$ cat config.mk
export PLATFORM = sky130hd
export DESIGN_NAME = traffic_sequencer
export DESIGN_NICKNAME = d
export VERILOG_FILES = /design/src/rtl/traffic_pkg.sv /design/src/rtl/phase_timer.sv /design/src/rtl/traffic_sequencer.sv
export SDC_FILE = /design/constraint.sdc
export NUM_CORES = 1
export LEC_CHECK = 0
export BUFFER_PORTS_ARGS = -buffer_cell sky130_fd_sc_hd__buf_2
export CORE_AREA = 2 2 43 45
export DETAILED_ROUTE_END_ITERATION = 6
export DIE_AREA = 0 0 45 47
export PLACE_DENSITY = 0.5
export SLEW_MARGIN = 20
export SYNTH_ARGS = -nofsm -noshare
export SYNTH_HDL_FRONTEND = slang
export SYNTH_SLANG_ARGS = --single-unit
$ cat constraint.sdc
create_clock -name clk -period 1.9 [get_ports clk]
set_input_delay 0.095 -clock clk [delete_from_list [all_inputs] [get_ports clk]]
set_output_delay 0.095 -clock clk [all_outputs]
set_load 0.005 [all_outputs]
$ cat src/rtl/traffic_pkg.sv
// traffic_pkg: shared types and helpers for the two-road intersection controller.
//   phase_t     - 3-bit phase encoding, also exported on the debug 'phase' port
//   lamps_t     - {main r,y,g, side r,y,g} lamp bundle
//   max_of4     - elaboration-time maximum, used to size the phase timer
//   lamp_decode - steady-state lamp pattern for a phase (FLASH yields all-off;
//                 the blinking lamps are overlaid by the top level)
package traffic_pkg;

    typedef enum logic [2:0] {
        CLR_2  = 3'd0,
        MAIN_G = 3'd1,
        MAIN_Y = 3'd2,
        CLR_1  = 3'd3,
        SIDE_G = 3'd4,
        SIDE_Y = 3'd5,
        FLASH  = 3'd6
    } phase_t;

    typedef struct packed {
        logic main_r;
        logic main_y;
        logic main_g;
        logic side_r;
        logic side_y;
        logic side_g;
    } lamps_t;

    function automatic int max_of4(input int a, input int b, input int c, input int d);
        int m;
        m = a;
        if (b > m) m = b;
        if (c > m) m = c;
        if (d > m) m = d;
        return m;
    endfunction

    function automatic lamps_t lamp_decode(input phase_t p);
        lamps_t l;
        l = '0;
        case (p)
            MAIN_G: begin l.main_g = 1'b1; l.side_r = 1'b1; end
            MAIN_Y: begin l.main_y = 1'b1; l.side_r = 1'b1; end
            SIDE_G: begin l.main_r = 1'b1; l.side_g = 1'b1; end
            SIDE_Y: begin l.main_r = 1'b1; l.side_y = 1'b1; end
            FLASH:  l = '0;
            // CLR_1, CLR_2 and any unused code: fail safe to all-red
            default: begin l.main_r = 1'b1; l.side_r = 1'b1; end
        endcase
        return l;
    endfunction

endpackage

$ cat src/rtl/phase_timer.sv
// phase_timer: loadable down-counter that times each controller phase.
//   clk, rst  - clock, synchronous active-high reset (count <= RST_VAL)
//   load      - load load_val this cycle (wins over the decrement)
//   load_val  - value loaded, normally duration-1 of the phase being entered
//   zero      - count is zero; the counter parks there until the next load
module phase_timer #(
    parameter int               CNT_W   = 4,
    parameter logic [CNT_W-1:0] RST_VAL = '0
) (
    input  logic             clk,
    input  logic             rst,
    input  logic             load,
    input  logic [CNT_W-1:0] load_val,
    output logic             zero
);

    logic [CNT_W-1:0] cnt_q;

    always_ff @(posedge clk) begin
        if (rst) begin
            cnt_q <= RST_VAL;
        end else if (load) begin
            cnt_q <= load_val;
        end else if (cnt_q != '0) begin
            cnt_q <= cnt_q - 1'b1;
        end
    end

    assign zero = (cnt_q == '0);

endmodule

$ cat src/rtl/traffic_sequencer.sv
// traffic_sequencer: timed two-road intersection controller.
// Sequences CLR_2 -> MAIN_G -> MAIN_Y -> CLR_1 -> SIDE_G -> SIDE_Y -> CLR_2.
// Main green is held (after its minimum time) until a side request is latched.
// Optional night-flash mode is compiled in with `define TRAFFIC_FLASH_EN.
//   clk, rst          - clock, synchronous active-high reset
//   side_req          - side-road request, level-sampled each cycle
//   flash_mode        - night flash request (TRAFFIC_FLASH_EN builds only)
//   main_red/yellow/green, side_red/yellow/green - lamp drivers (registered state decode)
//   phase             - current phase_t encoding, for debug
// Each phase lasts exactly its duration: the timer loads duration-1 on entry
// and the phase is left in the cycle where the timer reads zero.
module traffic_sequencer
    import traffic_pkg::*;
#(
    parameter int GREEN_MAIN = 20,
    parameter int GREEN_SIDE = 10,
    parameter int YELLOW     = 4,
    parameter int ALL_RED    = 2,
    parameter int FLASH_HALF = 8
) (
    input  logic       clk,
    input  logic       rst,
    input  logic       side_req,
`ifdef TRAFFIC_FLASH_EN
    input  logic       flash_mode,
`endif
    output logic       main_red,
    output logic       main_yellow,
    output logic       main_green,
    output logic       side_red,
    output logic       side_yellow,
    output logic       side_green,
    output logic [2:0] phase
);

    localparam int MAX_DUR = max_of4(GREEN_MAIN, GREEN_SIDE, YELLOW, ALL_RED);
    localparam int CNT_W   = $clog2(MAX_DUR + 1);

    // Zero-length phases would break the "lasts exactly duration cycles" rule.
    if (GREEN_MAIN < 1 || GREEN_SIDE < 1 || YELLOW < 1 || ALL_RED < 1 || FLASH_HALF < 1) begin : g_bad_param
        $error("traffic_sequencer: every duration parameter must be >= 1");
    end

    function automatic logic [CNT_W-1:0] dur_m1(input phase_t p);
        case (p)
            MAIN_G:       return CNT_W'(GREEN_MAIN - 1);
            SIDE_G:       return CNT_W'(GREEN_SIDE - 1);
            MAIN_Y,
            SIDE_Y:       return CNT_W'(YELLOW - 1);
            CLR_1, CLR_2: return CNT_W'(ALL_RED - 1);
            default:      return '0;
        endcase
    endfunction

    phase_t           state_q, state_d;
    logic             req_q;
    logic             req_clr;
    logic             timer_load;
    logic [CNT_W-1:0] timer_load_val;
    logic             timer_zero;
    lamps_t           lamps;

    phase_timer #(
        .CNT_W   (CNT_W),
        .RST_VAL (CNT_W'(ALL_RED - 1))
    ) u_timer (
        .clk      (clk),
        .rst      (rst),
        .load     (timer_load),
        .load_val (timer_load_val),
        .zero     (timer_zero)
    );

    always_ff @(posedge clk) begin
        if (rst) begin
            state_q <= CLR_2;
        end else begin
            state_q <= state_d;
        end
    end

    always_comb begin
        state_d = state_q;
        req_clr = 1'b0;
        case (state_q)
            CLR_2:  if (timer_zero) state_d = MAIN_G;
            MAIN_G: if (timer_zero && req_q) state_d = MAIN_Y;
            MAIN_Y: if (timer_zero) state_d = CLR_1;
            CLR_1: begin
                if (timer_zero) begin
                    state_d = SIDE_G;
                    req_clr = 1'b1;    // this side cycle consumes the request
                end
            end
            SIDE_G: if (timer_zero) state_d = SIDE_Y;
            SIDE_Y: if (timer_zero) state_d = CLR_2;
            // Leaving FLASH (or recovering from an unused code) always clears first.
            default: state_d = CLR_2;
        endcase
`ifdef TRAFFIC_FLASH_EN
        if (flash_mode) begin
            state_d = FLASH;
            req_clr = 1'b0;            // the pending request survives flash
        end
`endif
        // Any phase change reloads the timer with the full new duration.
        timer_load     = (state_d != state_q);
        timer_load_val = dur_m1(state_d);
    end

    // Request latch: clear beats a same-cycle set; frozen while flashing.
    always_ff @(posedge clk) begin
        if (rst) begin
            req_q <= 1'b0;
        end else if (req_clr) begin
            req_q <= 1'b0;
        end else if (side_req && (state_q != FLASH)) begin
            req_q <= 1'b1;
        end
    end

`ifdef TRAFFIC_FLASH_EN
    localparam int FL_W = $clog2(FLASH_HALF + 1);

    logic [FL_W-1:0] blink_cnt_q;
    logic            blink_on_q;

    // Held preloaded outside FLASH so the first flash cycle starts ON.
    always_ff @(posedge clk) begin
        if (rst || (state_q != FLASH)) begin
            blink_cnt_q <= FL_W'(FLASH_HALF - 1);
            blink_on_q  <= 1'b1;
        end else if (blink_cnt_q == '0) begin
            blink_cnt_q <= FL_W'(FLASH_HALF - 1);
            blink_on_q  <= ~blink_on_q;
        end else begin
            blink_cnt_q <= blink_cnt_q - 1'b1;
        end
    end
`endif

    always_comb begin
        lamps = lamp_decode(state_q);
`ifdef TRAFFIC_FLASH_EN
        if (state_q == FLASH) begin
            lamps.main_y = blink_on_q;
            lamps.side_r = blink_on_q;
        end
`endif
    end

    assign main_red    = lamps.main_r;
    assign main_yellow = lamps.main_y;
    assign main_green  = lamps.main_g;
    assign side_red    = lamps.side_r;
    assign side_yellow = lamps.side_y;
    assign side_green  = lamps.side_g;
    assign phase       = state_q;

endmodule

==> results of run 1 <==
-- area by class of cell --
type | count | share of cell area
tap | 17 | 0.0326
multi-input combinational | 54 | 0.514
clock buffer | 4 | 0.0403
sequential | 9 | 0.276
timing repair buffer | 14 | 0.119
inverter | 3 | 0.0173
-- layer usage --
| metal | up-vias | share of wire | GRT usage |
|---|---|---|---|
| li1 | 277 | - | - |
| met1 | 241 | 0.50 | 0.194 |
| met2 | 13 | 0.45 | 0.200 |
| met3 | 2 | 0.046 | 0.0692 |
| met4 | 0 | 0.0077 | 0.0353 |
| met5 | - | 0 | 0 |
-- worst min path at each step --
stage	end	from	depth (start not counted)	slack, ps
after floorplan	phase[2]$_SDFF_PP0_	rst	1	170
after global placement	phase[2]$_SDFF_PP0_	rst	2	380
after detailed placement	phase[1]$_SDFF_PP0_	rst	2	370
after CTS	u_timer.cnt_q[2]$_SDFFE_PP0P_	rst	2	100
after global routing	phase[2]$_SDFF_PP0_	rst	2	100
final	phase[2]$_SDFF_PP0_	rst	2	100
-- sequential cells by signal (all words and copies together), names as in the netlist --
register       cells
u_timer.cnt_q      5
phase              3
req_q              1
-- through the flow --
step / power [mW] / util
global route: 0.851 / 0.395
detailed placement: 0.641 / 0.376
CTS: 0.793 / 0.392
finish: 0.789 / 0.395
global placement: 0.642 / 0.376
floorplan: 0.542 / -
-- power by group --
| group | total, mW | internal (mW) | switching, mW |
|---|---|---|---|
| combinational | 0.336 | 0.164 | 0.172 |
| sequential | 0.307 | 0.242 | 0.0642 |
| clock | 0.147 | 0.0809 | 0.0657 |
-- cells in the final DEF, fill, tap and decap left out --
cell type	count
o21bai_1	1
nand3_1	2
or4_1	1
nor3_2	1
o21ai_0	3
and2_1	1
nand2b_1	2
nor3_1	5
dfxtp_1	9
clkbuf_4	3
a211oi_1	1
o211ai_1	1
nor2b_1	2
nand2_1	7
nor2_1	5
nor4b_1	1
buf_4	3
xor2_1	2
inv_1	3
ha_1	2
xnor2_1	1
nor4b_2	1
buf_2	11
clkbuf_1	1
or2_2	1
a21oi_1	9
and4b_1	1
nor3b_1	3
or4b_1	1
-- cell families (layout without fill, tap and decap cells) --
group,after synthesis,count (layout),share of synthesized area
XOR/XNOR,3,3,0.0488
AND/OR/NAND/NOR,34,34,0.365
adder cells (fa/ha/maj),2,2,0.0465
AO/OA/AOI/OAI,15,15,0.153
flip-flops,9,9,0.335
buffers and inverters,7,21,0.0512
==> results.tsv, run 1 <==
metric	value	unit
status	finished clean	
period_needed	1760	ps
nets	90	
clkTransAtPathRegs	60	ps
post_drt_wl_per_cell	12.9	um
die_h	47	um
finalSetupViolations	0	
firstDrtPassIters	4	
hold_viol_final	0	
cp_top_family	simple AND/OR/NAND/NOR gates	
synthesis.nets	75	
grt_setup_unrepaired	false	
first_global_vias	443	
root_buffer	clkbuf_4	
hold_path.class	in2reg	
synth.distinct_cells	26	
grt_overflow	0	
fmax	567	MHz
fill_cells	182	
crit_path_cell_trace	inv_1 -> ha_1 -> or4b_1 -> or4_1 -> a21oi_1	
setup_ws	136	ps
dpl_worst_slack	151	ps
final_area	652	sq um
ys_ff_latch	9	
syn_to_final_growth	21.2	%
clk_latency	260	ps
arrival	1960	ps
tns	0	ps
ir_drop	0.517	mV
antenna_found_initial	0	
netlist_area	538	sq um
cts-buffers-inserted	3	
seqCellArea	180	sq um
num_vias	533	
synth_common_cells	9 x a21oi_1, 9 x dfxtp_1, 7 x nand2_1, 6 x nor3_1, 5 x nor2_1	
reg2reg_depth	5	
drc	0	
cts_max_level	1	
drive_gt1_frac	0.238	
cts_tree	done	
postRouteAntennaNets	0	
tightest_slew	444	ps
track_usage	0.142	
worst-path-stages	5	
die_area	0.00212	sq mm
core	0.00165	sq mm
dr.first_iter.drc_count	12	
cts_num_sinks	9	
dp_cells	97	
drv_cap	0	
grt_pass1_wl	2080	um
r2r-end	u_timer.cnt_q[4]$_SDFFE_PP0P_	
rows	15	
rrSetupSlack	140	ps
cp_num_buf_inv	1	
required	2100	ps
slowest_stage	or4b_1	
synth_area_leader_cell	dfxtp_1	
cts_setup_buffers	0	
vias_per_cell	5.28	
postSynthAreaPerCell	7.69	sq um
initial_core_util	0.326	
async_flop_share	0	
yosysWarnings	0	
cts_resized	0	
synthFlopType	dfxtp_1	
synth_cells	70	
timing.rr.start	u_timer.cnt_q[0]$_SDFFE_PP1P_	
chipWidth	45	um
synth_area_leaders	dfxtp_1 33%, a21oi_1 8.4%, nor3_1 5.6%, nand2_1 4.9%, ha_1 4.7%	
post-route-period-util	0.928	
setup.worst_path.end	u_timer.cnt_q[4]$_SDFFE_PP0P_	
power.leakage	0.278	nW
cts_buffer_depth	2	
place_hpwl	962	um
synth-seq-area-share	0.335	
p_per_area	1210	mW/mm^2
setup.worst_path.start_class	flop	
startpoint	u_timer.cnt_q[0]$_SDFFE_PP1P_	
worstPathMaxFanout	7	
holdBufCountCts	0	
io_pins	12	
synth_edf_count	0	
portBuffers	11	
placed_cell_area	621	sq um
slowest_delay	580	ps
grt_max_degree	16	
slew_headroom	0.704	
routed_wl	1300	um
slew_viol_final	0	
crit_path_end_kind	flop	
gp_congestion	0.803	
clock_skew	5.38	ps
instances_no_fill	101	
critPathKind	reg2reg	
antenna_cells	0	
synth_top_cell_area_share	0.335	
multiInputGateArea	335	sq um
hold_slack	97.8	ps
Power figures use the tool's default switching activity.
==> inputs of run 2 (changes only) <==
- CORE_AREA: 2 2 43 45 -> 2 2 46 48
- DIE_AREA: 0 0 45 47 -> 0 0 48 50
- PLACE_DENSITY: 0.5 -> 0.44
==> results.tsv, run 2 (synthesis results as in run 1) <==
metric	value	unit	change
status	finished clean		
fmax	596	MHz	+5.1%
setup.worst_path.start_class	flop		
hold_viol_final	0		unchanged
rrSetupSlack	220	ps	+90 ps
syn_to_final_growth	25.6	%	
dp_cells	109		+12%
cts_setup_buffers	0		unchanged
place_hpwl	957	um	-0.52%
timing.rr.start	u_timer.cnt_q[0]$_SDFFE_PP1P_		
slowest_delay	500	ps	-80 ps
postRouteAntennaNets	0		unchanged
grt_pass1_wl	2210	um	+6.4%
root_buffer	clkbuf_4		
drive_gt1_frac	0.256		+0.0177
cts_max_level	1		unchanged
io_pins	12		unchanged
power.leakage	0.290	nW	+4.4%
core	0.00190	sq mm	+15%
dr.first_iter.drc_count	8		-4
portBuffers	11		unchanged
antenna_cells	0		unchanged
gp_congestion	0.754		-6.2%
die_area	0.00240	sq mm	+13%
holdBufCountCts	0		unchanged
cts_tree	done		
hold_path.class	in2reg		
drc	0		unchanged
grt_setup_unrepaired	false		
p_per_area	1180	mW/mm^2	-2.1%
period_needed	1680	ps	-85.2 ps
chipWidth	48	um	+6.7%
cts_buffer_depth	2		unchanged
drv_cap	0		unchanged
crit_path_end_kind	flop		
cts_num_sinks	9		unchanged
track_usage	0.135		-0.00740
post_drt_wl_per_cell	11.6	um	-9.8%
utilization	0.355		-0.0394
initial_core_util	0.283		-0.0429
cts_resized	0		unchanged
final_common_cell	buf_2		
clock_skew	8.84	ps	+3.46 ps
ir_drop	0.437	mV	-15%
worstPathMaxFanout	4		-3
post-route-period-util	0.884		-0.0448
slew_headroom	0.692		-0.0117
finalSetupViolations	0		unchanged
rows	16		+1
required	2100	ps	about the same
tns	0	ps	unchanged
grt_max_degree	16		unchanged
slew_viol_final	0		unchanged
routed_wl	1320	um	+0.92%
num_vias	520		-2.4%
clkTransAtPathRegs	70	ps	about the same
min_path_cells	2		unchanged
antenna_found_initial	0		unchanged
r2r-end	u_timer.cnt_q[4]$_SDFFE_PP0P_		
die_h	50	um	+6.4%
mostFrequentLayoutCells	11 x buf_2, 9 x a21oi_1, 9 x dfxtp_1		
firstDrtPassIters	4		unchanged
instances_no_fill	113		+12%
hold_start	rst		
crit_path_cell_trace	inv_1 -> ha_1 -> or4b_1 -> or4_1 -> a21oi_1		
min_to	phase[2]$_SDFF_PP0_		
setup_ws	221	ps	+85.2 ps
arrival	1870	ps	-90 ps
clk_latency	270	ps	about the same
dpl_worst_slack	252	ps	+102 ps
power	0.801	mW	+1.4%
nets	92		+2.2%
critPathKind	reg2reg		
grt_overflow	0		unchanged
largest_reg_flops	5		unchanged
slowest_stage	or4b_1		
reg2reg_depth	5		unchanged
largest_register	u_timer.cnt_q		
tightest_slew	462	ps	+17.5 ps
vias_per_cell	4.60		-13%
cts-buffers-inserted	3		unchanged
first_global_vias	471		+6.3%
[run 2: changes by cell type in the layout (fill, tap and decap cells not counted)]
cell	previous run	this run
clkbuf_1	1	0
nor3_2	1	0
nor3_1	5	6
clkinv_2	0	1
buf_4	3	5
[run 2: cell type report]
cell class / instances / area (sq um)
inverter: 3 / 11.3
fill: 221 / 1230
clock buffer: 3 / 22.5
tap: 27 / 33.8
clock inverter: 1 / 5.00
multi-input combinational: 54 / 330
timing repair buffer: 16 / 92.6
sequential: 9 / 180
[run 2: how the worst max path moves through the flow]
stage                                   from                            end  cells past startpoint
2_1_floorplan  u_timer.cnt_q[0]$_SDFFE_PP1P_  u_timer.cnt_q[4]$_SDFFE_PP0P_                      6
3_3_place_gp   u_timer.cnt_q[0]$_SDFFE_PP1P_            phase[2]$_SDFF_PP0_                      7
3_5_place_dp   u_timer.cnt_q[0]$_SDFFE_PP1P_  u_timer.cnt_q[4]$_SDFFE_PP0P_                      5
4_1_cts        u_timer.cnt_q[0]$_SDFFE_PP1P_  u_timer.cnt_q[4]$_SDFFE_PP0P_                      5
5_1_grt        u_timer.cnt_q[0]$_SDFFE_PP1P_  u_timer.cnt_q[4]$_SDFFE_PP0P_                      5
6_report       u_timer.cnt_q[0]$_SDFFE_PP1P_  u_timer.cnt_q[4]$_SDFFE_PP0P_                      5
[run 2: metal layers]
| layer | global-route usage | routed length (um) | vias up |
|---|---|---|---|
| li1 | - | - | 276 |
| met1 | 0.173 | 604 | 224 |
| met2 | 0.182 | 597 | 18 |
| met3 | 0.0769 | 98 | 2 |
| met4 | 0.0541 | 17 | 0 |
| met5 | 0 | 0 | - |
[run 2: power breakdown]
group,switching [mW],internal (mW),leakage [nW]
clock network,0.0733,0.0778,0.0177
registers,0.0622,0.242,0.0742
logic,0.171,0.174,0.198
total,0.307,0.494,0.290
[run 2: through the flow]
stage,hold slack [ps],area [sq um]
3_5_place_dp,381,648
6_report,95.6,676
4_1_cts,91.9,676
5_1_grt,85.7,676
2_1_floorplan,167,538
3_3_place_gp,386,648
[run 2: worst max-delay path, delay by kind of cell (launching register included)]
family,cells,cell delay [ps]
and+or+nand+nor,2,920
AOI/OAI and AO/OA,1,130
buffers and inverters,1,90
DFF,1,330
adders and majority gates,1,150
